**config.mk**
```make
export PLATFORM = sky130hd
export DESIGN_NAME = icache
export DESIGN_NICKNAME = d
export VERILOG_FILES = /design/src/rtl/icache.sv
export SDC_FILE = /design/constraint.sdc
export NUM_CORES = 1
export LEC_CHECK = 0
export BUFFER_PORTS_ARGS = -buffer_cell sky130_fd_sc_hd__clkbuf_2
export CAP_MARGIN = 15
export CORE_ASPECT_RATIO = 0.8
export CORE_UTILIZATION = 40
export CTS_CLUSTER_SIZE = 30
export DETAILED_ROUTE_END_ITERATION = 7
export PLACE_DENSITY = 0.65
export SYNTH_ARGS = -nofsm -noshare
export SYNTH_HDL_FRONTEND = slang
export SYNTH_SLANG_ARGS = --single-unit
export TNS_END_PERCENT = 50
```
**constraint.sdc**
```tcl
create_clock -name i_clk -period 4.6 [get_ports i_clk]
set_clock_uncertainty 0.15 [all_clocks]
set_input_delay 0.23 -clock i_clk [delete_from_list [all_inputs] [get_ports i_clk]]
set_output_delay 0.23 -clock i_clk [all_outputs]
set_load 0.01 [all_outputs]
```
**src/rtl/icache.sv**
```systemverilog
// icache: direct-mapped instruction cache with single-word lines and a newest-submit-wins fetch FSM.
module icache #(
  parameter int LINES = 16,
  localparam int IDX = $clog2(LINES),
  localparam int TW = 17 - IDX
) (
  input  logic        i_clk,
  input  logic        i_rst,
  input  logic [15:0] i_req_addr,
  input  logic        i_req_ppl_submit,
  input  logic        i_page,
  input  logic        i_flush,
  output logic [31:0] o_req_data,
  output logic        o_req_data_valid,
  output logic        o_mem_req,
  output logic [15:0] o_mem_addr,
  input  logic [31:0] i_mem_data,
  input  logic        i_mem_ack
);
  typedef enum logic [1:0] {IDLE, LOOKUP, MISS, FILL_DROP} state_t;
  state_t state;
  logic [15:0] req_addr;
  logic req_page, fill_page;
  logic [LINES-1:0] valid;
  logic [TW-1:0] tags [LINES];
  logic [31:0] datas [LINES];
  logic [IDX-1:0] idx, fill_idx;
  logic hit, fill_done;
  assign idx = req_addr[IDX-1:0];
  assign fill_idx = o_mem_addr[IDX-1:0];
  // a flush in the lookup cycle forces a miss
  assign hit = valid[idx] && tags[idx] == {req_page, req_addr[15:IDX]} && !i_flush;
  assign fill_done = (state == MISS || state == FILL_DROP) && i_mem_ack;
  always_ff @(posedge i_clk) begin
    if (i_rst) begin
      state <= IDLE;
      req_addr <= '0;
      req_page <= 1'b0;
      fill_page <= 1'b0;
      valid <= '0;
      o_req_data <= '0;
      o_req_data_valid <= 1'b0;
      o_mem_req <= 1'b0;
      o_mem_addr <= '0;
    end else begin
      o_req_data_valid <= 1'b0;
      if (i_req_ppl_submit) begin
        req_addr <= i_req_addr;
        req_page <= i_page;
      end
      if (i_flush) valid <= '0;
      else if (fill_done) valid[fill_idx] <= 1'b1;
      case (state)
        IDLE: state <= i_req_ppl_submit ? LOOKUP : IDLE;
        LOOKUP:
          if (i_req_ppl_submit) state <= LOOKUP;
          else if (hit) begin
            o_req_data_valid <= 1'b1;
            o_req_data <= datas[idx];
            state <= IDLE;
          end else begin
            o_mem_req <= 1'b1;
            o_mem_addr <= req_addr;
            fill_page <= req_page;
            state <= MISS;
          end
        MISS:
          if (i_mem_ack) begin
            o_mem_req <= 1'b0;
            state <= i_req_ppl_submit ? LOOKUP : IDLE;
            if (!i_req_ppl_submit) begin
              o_req_data_valid <= 1'b1;
              o_req_data <= i_mem_data;
            end
          end else if (i_req_ppl_submit) state <= FILL_DROP;
        FILL_DROP:
          if (i_mem_ack) begin
            o_mem_req <= 1'b0;
            state <= LOOKUP;
          end
        default: state <= IDLE;
      endcase
    end
  end
  always_ff @(posedge i_clk)
    if (fill_done) begin
      tags[fill_idx] <= {fill_page, o_mem_addr[15:IDX]};
      datas[fill_idx] <= i_mem_data;
    end
endmodule

```
======== Word-level counts from Yosys, hierarchy flattened ========
Memory sizes are Yosys's and may differ from the RTL's. A register that Yosys moved wholly into a read port is not among the register bits.
Cells that the tools add are included.
operators by class
  $add $sub $neg .......................... 0
  $mul .................................... 0
  div/mod/pow operators ................... 0
  $lt $le $gt $ge ......................... 3
  eq/ne operators ......................... 12
  shift-type cells ........................ 0
  muxes and demuxes ....................... 31
  bitwise logic cells ..................... 3
  reduce and logical (&&, ||, !) cells .... 15
operator list
  kind                                                                number
  two-way mux 32 bit                                                  4
  one-hot mux 32 bit (2 select lines)                                 1
  two-way mux 4 bit                                                   4
  bitwise OR 16 bit                                                   1
  == test 13 bit                                                      1
  two-way mux 1 bit                                                   12
  != test 2 bit (second input constant)                               6
  < comparator 4 x 5 -> 1 bit (second input constant)                 2
  two-way mux 2 bit                                                   5
  one-hot mux 2 bit (4 select lines)                                  1
  AND reduction 5 bit                                                 1
  binary-select mux 1 bit (select 4 bit)                              1
  demux 1 bit (select 4 bit)                                          1
  == test 2 bit (second input constant)                               2
  greater-or-equal comparator 4 x 1 -> 1 bit (second input constant)  1
  logical AND 1 bit                                                   4
  one-hot mux 1 bit (2 select lines)                                  2
  AND reduction 4 bit                                                 1
  nonzero test 2 bit                                                  2
  OR reduction 2 bit                                                  2
  != test 3 bit (second input constant)                               1
  AND reduction 3 bit                                                 1
  == test 2 x 1 -> 1 bit (second input constant)                      1
  zero test 2 bit                                                     1
  other kinds (5)                                                     6
storage, ports and cells
  register bits after elaboration ......... 86
  bits in latches ......................... 0
  RAM bits ................................ 720
  ROM bits ................................ 0
  bits of input ports ..................... 54
  memories kept ........................... 2
memory list
  name   depth  width  rd ports  clocked after Yosys merged registers in  wr ports  RTL line  source
  datas  16     32     1         1                                        1         26        logic [31:0] datas [LINES];
  tags   16     13     1         1                                        1         25        logic [TW-1:0] tags [LINES];

======== Logic depth before layout (Yosys ltp) ========
  word-level depth ........................ 7
  mapped depth ............................ 13

======== Worst setup path after synthesis ========
Ideal clock, no wire load.
  path type ............................... reg2reg
  from .................................... register state[0]
  to ...................................... memory datas[4][0], enable pin
  library setup time ...................... 0.506 ns
  data arrival time ....................... 4.405 ns
  data required time ...................... 3.944 ns
  slack ................................... -0.460 ns
  cell stages (with the launch flop) ...... 6
  path buffers ............................ 0
  cell sequence ........................... dfxtp_1 -> inv_1 -> ha_1 -> o21ai_0 -> or3b_2 -> nor3_1
on the way
  cells in the longest elaborated chain, start to end .. 5
  elaborated cells between the ends (all ways) .. 6
  classes of those cells .................. eq/ne: 2; mux: 2; reduce/logical: 2
RTL lines
  element                                      RTL line  source
  start: declaration                           21        state_t state;
  start signal: assignment                     54        IDLE: state <= i_req_ppl_submit ? LOOKUP : IDLE;
  start signal: assignment                     70        state <= i_req_ppl_submit ? LOOKUP : IDLE;
  == test 2 bit                                33        assign fill_done = (state == MISS || state == FILL_DROP) && i_mem_ack;
  logical OR 1 bit (*)                         33
  logical AND 1 bit (*)                        33
  two-way mux 1 bit (*)                        86        if (fill_done) begin
  two-way mux 1 bit (implied by the code) (*)  88        datas[fill_idx] <= i_mem_data;
  end: declaration                             26
Every way passes the cells marked *; elsewhere a longest branch is shown, timed or not.

==> summary.txt <==
Clk Latency, worst-skew pair -> 0.62 ns
nets -> 1791
Syn Nets -> 1585
WL per Instance -> 25.86 um
Tot Pwr -> 15.27 mW
Mapped Cells -> 1527
Final min period -> 3.958 ns
synth cell count leaders -> edfxtp_1 (720), mux4_2 (203), dfxtp_1 (90), mux2i_1 (78), nor2_1 (74)
endpoints failing setup -> 0
share of layout cells above drive strength 1 -> 29.36%
EDFF count, synth -> 720
sequential-to-total area share from yosys stat -> 74.11%
initial antenna violation count -> 3
largest net degree at the start of global routing -> 55
fillers -> 6381
Max Slew Vio Count -> 0
Die H -> 253.4 um
total of max-cap violations -> 0
row count -> 91
vias in the first global route -> 16030
Startpoint Class -> register
clock buffer depth -> 3
post-synth top area share -> 68.41%
Register Area -> 23440 sq um
slew margin rel. -> 29.72%
Worst-Margin Slew -> 1.054 ns
count leader, synth -> edfxtp_1
CTS H-tree lvls -> 3
clock sink count -> 810
Final Cycle Share -> 86.04%
status -> finished, final reports clean
GRT Overall Usage -> 18.37%
CTS tree -> yes
drt pass-1 iters -> 5
I/O Pins -> 104
Core Util, Final -> 47.51%
die area -> 80150 sq um
Layout area overhead -> 16.71%
crit path DAT -> 4.32 ns
peak supply drop -> 0.0003559 V
PD cells -> 414.1 nW/um^2
Synth warnings -> 0
mean post-synth cell area -> 20.70 sq um
Via Count -> 15770
setup slack, reg-to-reg -> 0.64 ns
Netlist Area Pre-Place -> 31610 sq um
leading area contributor after synthesis -> edfxtp_1
Vias/cell -> 5.593
RSZ-0062 raised after global routing -> no
initial core utilization -> 40.70%
Hold WC Path Type -> input pin to register
clk slew on worst S/H paths -> 0.06 ns
Post-synth ARST share -> 0%
area of the multi-input gates -> 7742 sq um
Synth Flop Type -> edfxtp_1
DR iter-0 viols -> 1663
crit-path max FO -> 32
Routed WL -> 72.90 mm
LEAKAGE -> 11.12 nW
CTS root buf -> clkbuf_16
IO buf count -> 103
WS Path Type -> register to register
# DRC -> 0
Unique masters post-synth -> 50
Routed Antenna Nets -> 0
hpwl dp -> 39.25 mm
synth top area cells -> edfxtp_1 (68%), mux4_2 (14%), dfxtp_1 (5.7%)
total gr overflow -> 0
Setup Fix Bufs, Post-CTS -> 0
Critical Path RT -> 4.96 ns
TritonCTS Buffers -> 78
RePlAce Congestion -> 0.7778
Setup crit end kind -> register
Final Hold Fails -> 0
Max Clk Rate -> 252.7 MHz
first-pass GRT wire length -> 107.2 mm
Seq cells post-synth -> 810
Die W -> 316.3 um
core area -> 77650 sq um
-- per-layer routing --
| layer | wire [um] | part of all wire, % | global-route usage, % |
|---|---|---|---|
| met1 | 32570 | 45 | 26.98 |
| met2 | 34530 | 47 | 28.70 |
| met3 | 4633 | 6.4 | 3.030 |
| met4 | 1160 | 1.6 | 4.327 |
| met5 | 13 | 0.018 | 0 |
-- layout by cell type, fill, tap and decap left out, drive strengths merged, types with 37 or more instances in the layout --
| cell | n |
|---|---|
| inv | 38 |
| edfxtp | 720 |
| dfxtp | 90 |
| mux2i | 78 |
| mux4 | 203 |
| nand2b | 37 |
| clkbuf | 205 |
| buf | 51 |
| nor2 | 74 |
| dlygate4sd3 | 65 |
-- worst max-delay path, cell delays in order (launching register included) --
cell	delay, ns
dfxtp_4	0.77
buf_4	0.44
mux4_2	0.36
a22oi_1	0.22
nand2_1	0.16
xnor2_1	0.18
nand3_1	0.16
a2111oi_4	0.51
o211ai_4	0.10
buf_4	0.33
a221oi_1	0.41
-- sequential cells by signal, indices dropped and copies added (netlist names), named ones only --
name,flops
datas,512
req_addr,16
o_mem_addr,16
o_req_data_valid,1
o_mem_req,1
tags,208
fill_page,1
o_req_data,32
state,2
valid,16
req_page,1
-- cell type report --
type / count / area share (%)
Antenna cell: 1 / 0.006784
Clock buffer: 103 / 5.854
Clock inverter: 39 / 1.177
Inverter: 37 / 0.3765
Multi-Input combinational cell: 588 / 20.99
Sequential cell: 810 / 63.54
Tap cell: 1023 / 3.470
Timing Repair Buffer: 218 / 4.592
-- report_power, final --
part	internal [mW]	switching, mW	total [mW]
Clock	3.81	2.68	6.50
Combinational	0.346	0.356	0.702
Sequential	8.00	0.0741	8.08
-- worst paths after layout --
kind / start / end / cells after the start
min: i_flush / valid[11] / 3
min reg2reg: valid[2] / valid[2] / 1
max reg2reg: register / o_req_data[31] / 10
max: register / o_req_data[31] / 10
-- kinds of logic after synthesis --
family / Yosys count / share of synthesized area (%)
flops: 810 / 74.11
mux: 281 / 16.94
simple gates: 172 / 2.815
buf+inv: 129 / 1.884
compound gates: 118 / 3.741
xor+xnor: 13 / 0.3602
fa+ha+maj: 4 / 0.1584
-- repair_timing --
| action | CTS | global route |
|---|---|---|
| gates resized for setup | 0 | 0 |
| hold endpoints to repair | 535 | 0 |
| hold buffers | 65 | 0 |
-- per-stage QoR --
| stage | TNS (ns) | instance area (sq um) | setup WS (ns) | hold WS, ns | cells |
|---|---|---|---|---|---|
| 3_3_place_gp | 0 | 33640 | 0.7219 | 0.2924 | 2611 |
| 4_1_cts | 0 | 36890 | 0.5744 | 0.009766 | 2818 |
| 5_1_grt | 0 | 36890 | 0.4324 | 0.04278 | 2819 |
| 6_report | 0 | 36890 | 0.6423 | 0.02240 | 2819 |
| 3_5_place_dp | 0 | 33640 | 0.6347 | 0.2998 | 2611 |
| 2_1_floorplan | -7.199 | 31620 | -0.1600 | 0.1789 | 1527 |
Note: power is estimated with default switching activity, not from simulation.
